[src/rtl/buffet_sb_pkg.sv]
// Shared defaults and request-type encoding for the buffet_sb scoreboarded buffet.
package buffet_sb_pkg;

    localparam int DEF_DATA_WIDTH = 32;
    localparam int DEF_IDX_WIDTH  = 5;
    localparam int DEF_DEPTH      = 16;

    typedef enum logic {
        REQ_READ   = 1'b0,
        REQ_SHRINK = 1'b1
    } req_type_e;

endpackage

[src/rtl/buffet_sb_mem.sv]
// DEPTH x DATA_WIDTH simple dual-port store: one write port, one enabled read port
// with a registered output that holds its value until the next read.
module buffet_sb_mem #(
    parameter int DATA_WIDTH = 32,
    parameter int DEPTH      = 16
) (
    input  logic                     clk,
    input  logic                     nreset_i,
    input  logic                     i_we,
    input  logic [$clog2(DEPTH)-1:0] i_waddr,
    input  logic [DATA_WIDTH-1:0]    i_wdata,
    input  logic                     i_re,
    input  logic [$clog2(DEPTH)-1:0] i_raddr,
    output logic [DATA_WIDTH-1:0]    o_rdata
);

    logic [DATA_WIDTH-1:0] r_mem [DEPTH];
    logic [DATA_WIDTH-1:0] r_rdata;

    always_ff @(posedge clk) begin
        if (i_we) begin
            r_mem[i_waddr] <= i_wdata;
        end
    end

    // Output register doubles as the response data holder, so only a read reloads it.
    always_ff @(posedge clk) begin
        if (!nreset_i) begin
            r_rdata <= '0;
        end else if (i_re) begin
            r_rdata <= r_mem[i_raddr];
        end
    end

    assign o_rdata = r_rdata;

endmodule

[src/rtl/buffet_sb.sv]
// Head-relative circular buffet with per-slot read-will-update scoreboard and batched credits.
// Optional macro BUFFET_UPDATE_FWD_EN forwards update data straight to a stalled read's response.
module buffet_sb
    import buffet_sb_pkg::*;
#(
    parameter int DATA_WIDTH   = DEF_DATA_WIDTH,
    parameter int IDX_WIDTH    = DEF_IDX_WIDTH,
    parameter int DEPTH        = DEF_DEPTH,
    parameter int CREDIT_BATCH = 1
) (
    input  logic                  clk,
    input  logic                  nreset_i,
    input  logic [DATA_WIDTH-1:0] push_data,
    input  logic                  push_data_valid,
    output logic                  push_data_ready,
    input  logic [IDX_WIDTH-1:0]  read_idx,
    input  logic                  read_idx_valid,
    output logic                  read_idx_ready,
    input  logic                  read_will_update,
    input  logic                  is_shrink,
    output logic [DATA_WIDTH-1:0] read_data,
    output logic                  read_data_valid,
    input  logic                  read_data_ready,
    input  logic [IDX_WIDTH-1:0]  update_idx,
    input  logic                  update_idx_valid,
    input  logic [DATA_WIDTH-1:0] update_data,
    input  logic                  update_data_valid,
    output logic                  update_ready,
    output logic                  update_receive_ack,
    output logic [IDX_WIDTH-1:0]  credit_out,
    output logic                  credit_valid,
    input  logic                  credit_ready
);

    localparam int AW = $clog2(DEPTH);
    localparam logic [AW:0]        OCC_FULL = (AW+1)'(DEPTH);
    localparam logic [IDX_WIDTH:0] ACC_RST  = (IDX_WIDTH+1)'(DEPTH);
    localparam logic [IDX_WIDTH:0] ACC_MAX  = {1'b0, {IDX_WIDTH{1'b1}}};
    localparam logic [IDX_WIDTH:0] ACC_BAT  = (IDX_WIDTH+1)'(CREDIT_BATCH);

    logic [AW-1:0]        r_head, r_tail;
    logic [AW:0]          r_occ;
    logic [DEPTH-1:0]     r_pending;
    logic [IDX_WIDTH:0]   r_acc;
    logic                 r_req_valid;
    req_type_e            r_req_type;
    logic [IDX_WIDTH-1:0] r_req_idx;
    logic                 r_req_wu;
    logic                 r_rsp_valid;
    logic                 r_ack;

    logic [AW-1:0]        w_head_next, w_tail_next;
    logic [AW:0]          w_occ_next;
    logic [DEPTH-1:0]     w_pending_next;
    logic [IDX_WIDTH:0]   w_acc_next;

    logic [IDX_WIDTH-1:0] w_occ_x;
    logic [AW-1:0]        w_req_slot, w_upd_slot;
    logic [DEPTH-1:0]     w_rel_pending, w_range_mask;
    logic                 w_req_is_shrink, w_rsp_free, w_shrink_block;
    logic                 w_issue_read, w_issue_shrink, w_fwd, w_req_done, w_req_accept;
    logic                 w_upd_fire, w_upd_in_range, w_upd_write, w_push_fire, w_credit_fire;
    logic [DATA_WIDTH-1:0] w_mem_rdata;

    assign w_occ_x         = IDX_WIDTH'(r_occ);
    assign w_req_slot      = r_head + r_req_idx[AW-1:0];
    assign w_upd_slot      = r_head + update_idx[AW-1:0];
    assign w_req_is_shrink = (r_req_type == REQ_SHRINK);
    assign w_rsp_free      = !r_rsp_valid || read_data_ready;

    // Pending bits rotated into head-relative order, masked to the shrink range 0..idx-1.
    for (genvar gi = 0; gi < DEPTH; gi++) begin : g_rel
        logic [AW-1:0] w_pos;
        assign w_pos             = r_head + AW'(gi);
        assign w_rel_pending[gi] = r_pending[w_pos];
        assign w_range_mask[gi]  = (IDX_WIDTH'(gi) < r_req_idx);
    end
    assign w_shrink_block = |(w_rel_pending & w_range_mask);

    assign w_issue_read   = r_req_valid && !w_req_is_shrink && (r_req_idx < w_occ_x)
                          && !r_pending[w_req_slot] && w_rsp_free;
    assign w_issue_shrink = r_req_valid && w_req_is_shrink && (r_req_idx <= w_occ_x)
                          && !w_shrink_block;
    assign w_req_done     = w_issue_read || w_issue_shrink || w_fwd;
    assign read_idx_ready = !r_req_valid;
    assign w_req_accept   = read_idx_valid && !r_req_valid;

    assign w_upd_fire     = update_idx_valid && update_data_valid;
    assign w_upd_in_range = (update_idx < w_occ_x);
    assign w_upd_write    = w_upd_fire && w_upd_in_range;
    assign update_ready   = 1'b1;

    // Updates own the single write port; a fill simply waits one cycle.
    assign push_data_ready = (r_occ < OCC_FULL) && !w_upd_write;
    assign w_push_fire     = push_data_valid && push_data_ready;

    assign credit_out    = (r_acc > ACC_MAX) ? {IDX_WIDTH{1'b1}} : r_acc[IDX_WIDTH-1:0];
    assign credit_valid  = (r_acc >= ACC_BAT) || ((r_acc != '0) && (r_occ == '0));
    assign w_credit_fire = credit_valid && credit_ready;

    always_comb begin
        w_head_next    = r_head;
        w_tail_next    = r_tail;
        w_pending_next = r_pending;
        w_occ_next     = r_occ + (AW+1)'(w_push_fire)
                       - (w_issue_shrink ? (AW+1)'(r_req_idx) : '0);
        w_acc_next     = r_acc - (w_credit_fire ? {1'b0, credit_out} : '0)
                       + (w_issue_shrink ? {1'b0, r_req_idx} : '0);
        if (w_push_fire) begin
            w_tail_next = r_tail + 1'b1;
        end
        if (w_issue_shrink) begin
            w_head_next = r_head + r_req_idx[AW-1:0];
        end
        if (w_upd_write) begin
            w_pending_next[w_upd_slot] = 1'b0;
        end
        if ((w_issue_read || w_fwd) && r_req_wu) begin
            w_pending_next[w_req_slot] = 1'b1;
        end
    end

    always_ff @(posedge clk) begin
        if (!nreset_i) begin
            r_head      <= '0;
            r_tail      <= '0;
            r_occ       <= '0;
            r_pending   <= '0;
            r_acc       <= ACC_RST;
            r_req_valid <= 1'b0;
            r_req_type  <= REQ_READ;
            r_req_idx   <= '0;
            r_req_wu    <= 1'b0;
            r_rsp_valid <= 1'b0;
            r_ack       <= 1'b0;
        end else begin
            r_head    <= w_head_next;
            r_tail    <= w_tail_next;
            r_occ     <= w_occ_next;
            r_pending <= w_pending_next;
            r_acc     <= w_acc_next;
            r_ack     <= w_upd_fire;
            if (w_req_accept) begin
                r_req_valid <= 1'b1;
                r_req_type  <= is_shrink ? REQ_SHRINK : REQ_READ;
                r_req_idx   <= read_idx;
                r_req_wu    <= read_will_update;
            end else if (w_req_done) begin
                r_req_valid <= 1'b0;
            end
            if (w_issue_read || w_fwd) begin
                r_rsp_valid <= 1'b1;
            end else if (read_data_ready) begin
                r_rsp_valid <= 1'b0;
            end
        end
    end

    buffet_sb_mem #(
        .DATA_WIDTH (DATA_WIDTH),
        .DEPTH      (DEPTH)
    ) u_mem (
        .clk      (clk),
        .nreset_i (nreset_i),
        .i_we     (w_upd_write || w_push_fire),
        .i_waddr  (w_upd_write ? w_upd_slot : r_tail),
        .i_wdata  (w_upd_write ? update_data : push_data),
        .i_re     (w_issue_read),
        .i_raddr  (w_req_slot),
        .o_rdata  (w_mem_rdata)
    );

`ifdef BUFFET_UPDATE_FWD_EN
    logic                  r_rsp_fwd;
    logic [DATA_WIDTH-1:0] r_fwd_data;

    assign w_fwd = r_req_valid && !w_req_is_shrink && (r_req_idx < w_occ_x)
                 && r_pending[w_req_slot] && w_upd_write
                 && (w_upd_slot == w_req_slot) && w_rsp_free;

    always_ff @(posedge clk) begin
        if (!nreset_i) begin
            r_rsp_fwd  <= 1'b0;
            r_fwd_data <= '0;
        end else if (w_issue_read || w_fwd) begin
            r_rsp_fwd <= w_fwd;
            if (w_fwd) begin
                r_fwd_data <= update_data;
            end
        end
    end

    assign read_data = r_rsp_fwd ? r_fwd_data : w_mem_rdata;
`else
    assign w_fwd     = 1'b0;
    assign read_data = w_mem_rdata;
`endif

    assign read_data_valid    = r_rsp_valid;
    assign update_receive_ack = r_ack;

endmodule

[config.mk]
export PLATFORM = sky130hd
export DESIGN_NAME = buffet_sb
export DESIGN_NICKNAME = d
export VERILOG_FILES = /design/src/rtl/buffet_sb_pkg.sv /design/src/rtl/buffet_sb_mem.sv /design/src/rtl/buffet_sb.sv
export SDC_FILE = /design/constraint.sdc
export NUM_CORES = 1
export LEC_CHECK = 0
export BUFFER_PORTS_ARGS = -buffer_cell sky130_fd_sc_hd__buf_4
export CAP_MARGIN = 0
export CORE_ASPECT_RATIO = 0.6
export CORE_UTILIZATION = 65
export CTS_CLUSTER_SIZE = 20
export DETAILED_ROUTE_END_ITERATION = 12
export PLACE_DENSITY = 0.84
export SKIP_LAST_GASP = 1
export SLEW_MARGIN = 20
export SYNTH_ARGS = -nofsm -noshare
export SYNTH_HDL_FRONTEND = slang
export SYNTH_HIERARCHICAL = 1
export SYNTH_SLANG_ARGS = --single-unit
[constraint.sdc]
create_clock -name clk -period 12.58 [get_ports clk]
set_input_delay 0.629 -clock clk [delete_from_list [all_inputs] [get_ports clk]]
set_output_delay 0.629 -clock clk [all_outputs]
set_load 0.02 [all_outputs]
==> out/metrics.csv <==
stage,metric,value,unit
critical_path,"Arr. time, crit path",6.35,ns
power_and_ir_drop,LEAKAGE,9.79,nW
global_route,vias in the first global route,15500,
critical_path,worst-path fanout max,23,
floorplan,Core Area,0.0391,mm²
synthesis,post-synth cell types,76,
critical_path,Worst Setup SP,r_head[0]$_SDFFE_PN0N_,
synthesis,Syn Area/Cell,14.8,µm²
cts,Sink Count,589,
global_route,initial antenna violation count,0,
floorplan,Die Wd,259,µm
timing,final worst path period share,47.0,%
drt,# DRC,0,
cts,Longest Clk Path Bufs,3,
timing,final slew viol count,0,
cells_and_area,synthesis-to-layout area growth,11.3,%
critical_path,"delay-heaviest family, CP",adder cells,
timing,setup_tns,0,ns
drt,drt first-iter violations,1799,
synthesis,"count leader, synth",edfxtp_1,
critical_path,CP Cell Sequence,"inv_2, ha_1, mux4_2, mux2i_4, o32ai_1, nor4_2, nand4_1, nor4_4, buf_4, nand2_1, fa_1, inv_1, ha_1, a21o_1, a21oi_1, o21bai_1, a21oi_1, xnor2_1, nor2_1",
hold_path,Hold Crit Class,in -> reg,
synthesis,Post-Synth Adder-Cell Area,2.50,%
floorplan,I/O pin total,127,
synthesis,largest family of logic cells by synthesized area,multiplexers,
synthesis,Mapped Area,0.0258,mm²
floorplan,die area,0.0405,mm²
timing,Slew @ Worst Pin,1.19,ns
global_route,GRT Total Usage,30.5,%
synthesis,Synth Flop Type,edfxtp_1,
cells_and_area,# fillers,2450,
placement,I/O Buffers,125,
cells_and_area,share of cells above drive strength 1,17.8,%
cts,CTS resizes,0,
cts,Num CTS Buffers,51,
global_route,gr ovfl total,0,
synthesis,Ys Warns,6,
cells_and_area,cell area after layout,0.0287,mm²
synthesis,post-synthesis mux area share,14.8,%
cts,clk_lat worst skew,0.59,ns
synthesis,post-synthesis register bit count,589,
floorplan,# rows,56,
synthesis,Post-synth EDFFs,512,
critical_path,CP bufs+invs,3,
placement,Final Wtd Congestion,0.901,
placement,Area after DPL,0.0270,mm²
synthesis,top post-synthesis cells by area,"edfxtp_1 60%, mux2i_1 11%, dfxtp_1 6.0%",
synthesis,net count after synthesis,1872,
power_and_ir_drop,worst ir drop on vdd,0.158,mV
timing,Post-Route Skew,0.0290,ns
cts,CTS Hold Bufs,0,
critical_path,required time of the critical path,13.02,ns
placement,Final HPWL DP,33400,µm
synthesis,share of the synthesized area in the top cell type,59.6,%
timing,Rel. slew slack,20.8,%
critical_path,crit start category,flop,
critical_path,critical setup path kind,reg -> reg,
critical_path,CP max stage cell,dfxtp_1,
global_route,first-pass GRT wire length,92200,µm
cells_and_area,fin nets,1983,
cts,clk root buf,clkbuf_16,
drt,vias per inst,6.49,
synthesis,post-synthesis sequential area ratio,65.6,%
timing,crit path time final,5.91,ns
synthesis,Synth Area in Simple Gates,6.60,%
power_and_ir_drop,total power,0.00464,W
cts,clk slew on worst S/H paths,0.06,ns
global_route,largest net degree at the start of global routing,91,
timing,Fin. Hold Viols,0,
synthesis,Async SR Flop Fraction,0,%
cells_and_area,Register Area,0.0169,mm²
cts,H-tree Lvls,2,
critical_path,Critical R2R Launch,r_head[0]$_SDFFE_PN0N_,
critical_path,crit-path max cell delay,0.97,ns
power_and_ir_drop,P per Cell Area,162,mW/mm²
timing,Max Freq,169,MHz
floorplan,Die H,156,µm
timing,Final Setup Violations,0,
drt,post-route ant nets,0,
synthesis,Post-synth top cells,"512 x edfxtp_1, 290 x mux2i_1, 136 x nand2_1, 106 x nand3_1, 90 x a21oi_1",
flow_run,Max Cap Viol,0,
critical_path,CP Capture Type,flop,
drt,vias,15700,
cts,"Setup Fix Bufs, Post-CTS",0,
drt,WL per Instance,25.4,µm
drt,TritonRoute pass-1 iters,8,
drt,WL final,61400,µm
cells_and_area,area of the multi-input gates,0.00817,mm²
synthesis,Synth Area in Compound Gates,6.33,%
synthesis,Gate Count Post-Synth,1742,
synthesis,leading area contributor after synthesis,edfxtp_1,
cts,CTS tree,built,
synthesis,Post-Synth XOR/XNOR Area,0.912,%
status,status,"finished, final reports clean",
hold_path,Hold Path Origin,update_data_valid,
floorplan,Starting Density,66.0,%
timing,RSZ-0062 raised after global routing,false,
cells_and_area,antenna diode count,0,
## cells by family (layout without fill, tap and decap cells)
family | Yosys count | in the layout
compound gates | 247 | 247
xor+xnor | 26 | 26
fa+ha+maj | 47 | 47
buf+inv | 130 | 284
flops | 589 | 589
mux | 347 | 347
other cells | 1 | 1
simple gates | 355 | 355
## power by group
group | internal, W | switching (W)
Combinational | 0.000284 | 0.000477
Sequential | 0.00226 | 0.0000507
Clock | 0.000873 | 0.000691
Total | 0.00342 | 0.00122
## metrics by stage
stage | setup WS (ns) | util (%) | cells | hold WS, ns
5_1_grt | 6.25 | 73.4 | 2418 | 0.277
3_3_place_gp | 6.87 | 69.1 | 2322 | 0.438
4_1_cts | 6.73 | 73.4 | 2418 | 0.271
3_5_place_dp | 6.74 | 69.1 | 2322 | 0.444
2_1_floorplan | 7.15 | - | 1742 | 0.445
6_report | 6.67 | 73.4 | 2418 | 0.291
## path summary, 6_finish.rpt
kind	to	slack (ns)	cells after the start
max	r_acc[5]$_SDFF_PN0_	6.67	19
min	update_receive_ack$_SDFF_PN0_	0.29	3
max reg2reg	r_acc[5]$_SDFF_PN0_	6.67	19
min reg2reg	u_mem/o_rdata[20]$_SDFFE_PN0P_	0.45	2
## worst reg2reg max path: cells and delay by family, from the launching register on
family | cells | cell delay (ns)
compound gates | 5 | 0.77
xor+xnor | 1 | 0.13
fa+ha+maj | 3 | 1.60
buf+inv | 3 | 0.67
flops | 1 | 0.97
mux | 2 | 0.81
simple gates | 5 | 0.82
## flip-flops by register name, indices dropped and copies added, names as in the netlist, 4 cells and up
name           count
r_acc              6
r_pending         16
r_head             4
u_mem/r_mem      512
u_mem/o_rdata     32
r_req_idx          5
r_tail             4
r_occ              5
## placed cells by master (no fill, tap or decap), drive strengths merged, types with 13 or more instances in the layout
cell and instances:
clkbuf 71, nor2 37, buf 155, a22oi 64
xnor2 14, mux2i 291, mux2 35, clkinv 16
edfxtp 512, o21ai 22, and2 13, ha 38
nand2 136, nand3 106, a21oi 90, inv 36
mux4 21, dfxtp 77, nor3 13
## routing by layer
layer,share of wire [%],global-route usage [%]
met5,0,0
met4,1.9,7.09
met3,11,6.03
met1,41,44.5
met2,46,47.8
## layout make-up
class	count	share of cell area, %
tap	522	2.28
sequential	589	59.0
clock buffer	71	4.92
inverter	33	0.458
multi-input combinational	1023	28.5
clock inverter	25	0.872
timing repair buffer	155	4.06
Note: power is estimated with default switching activity, not from simulation.
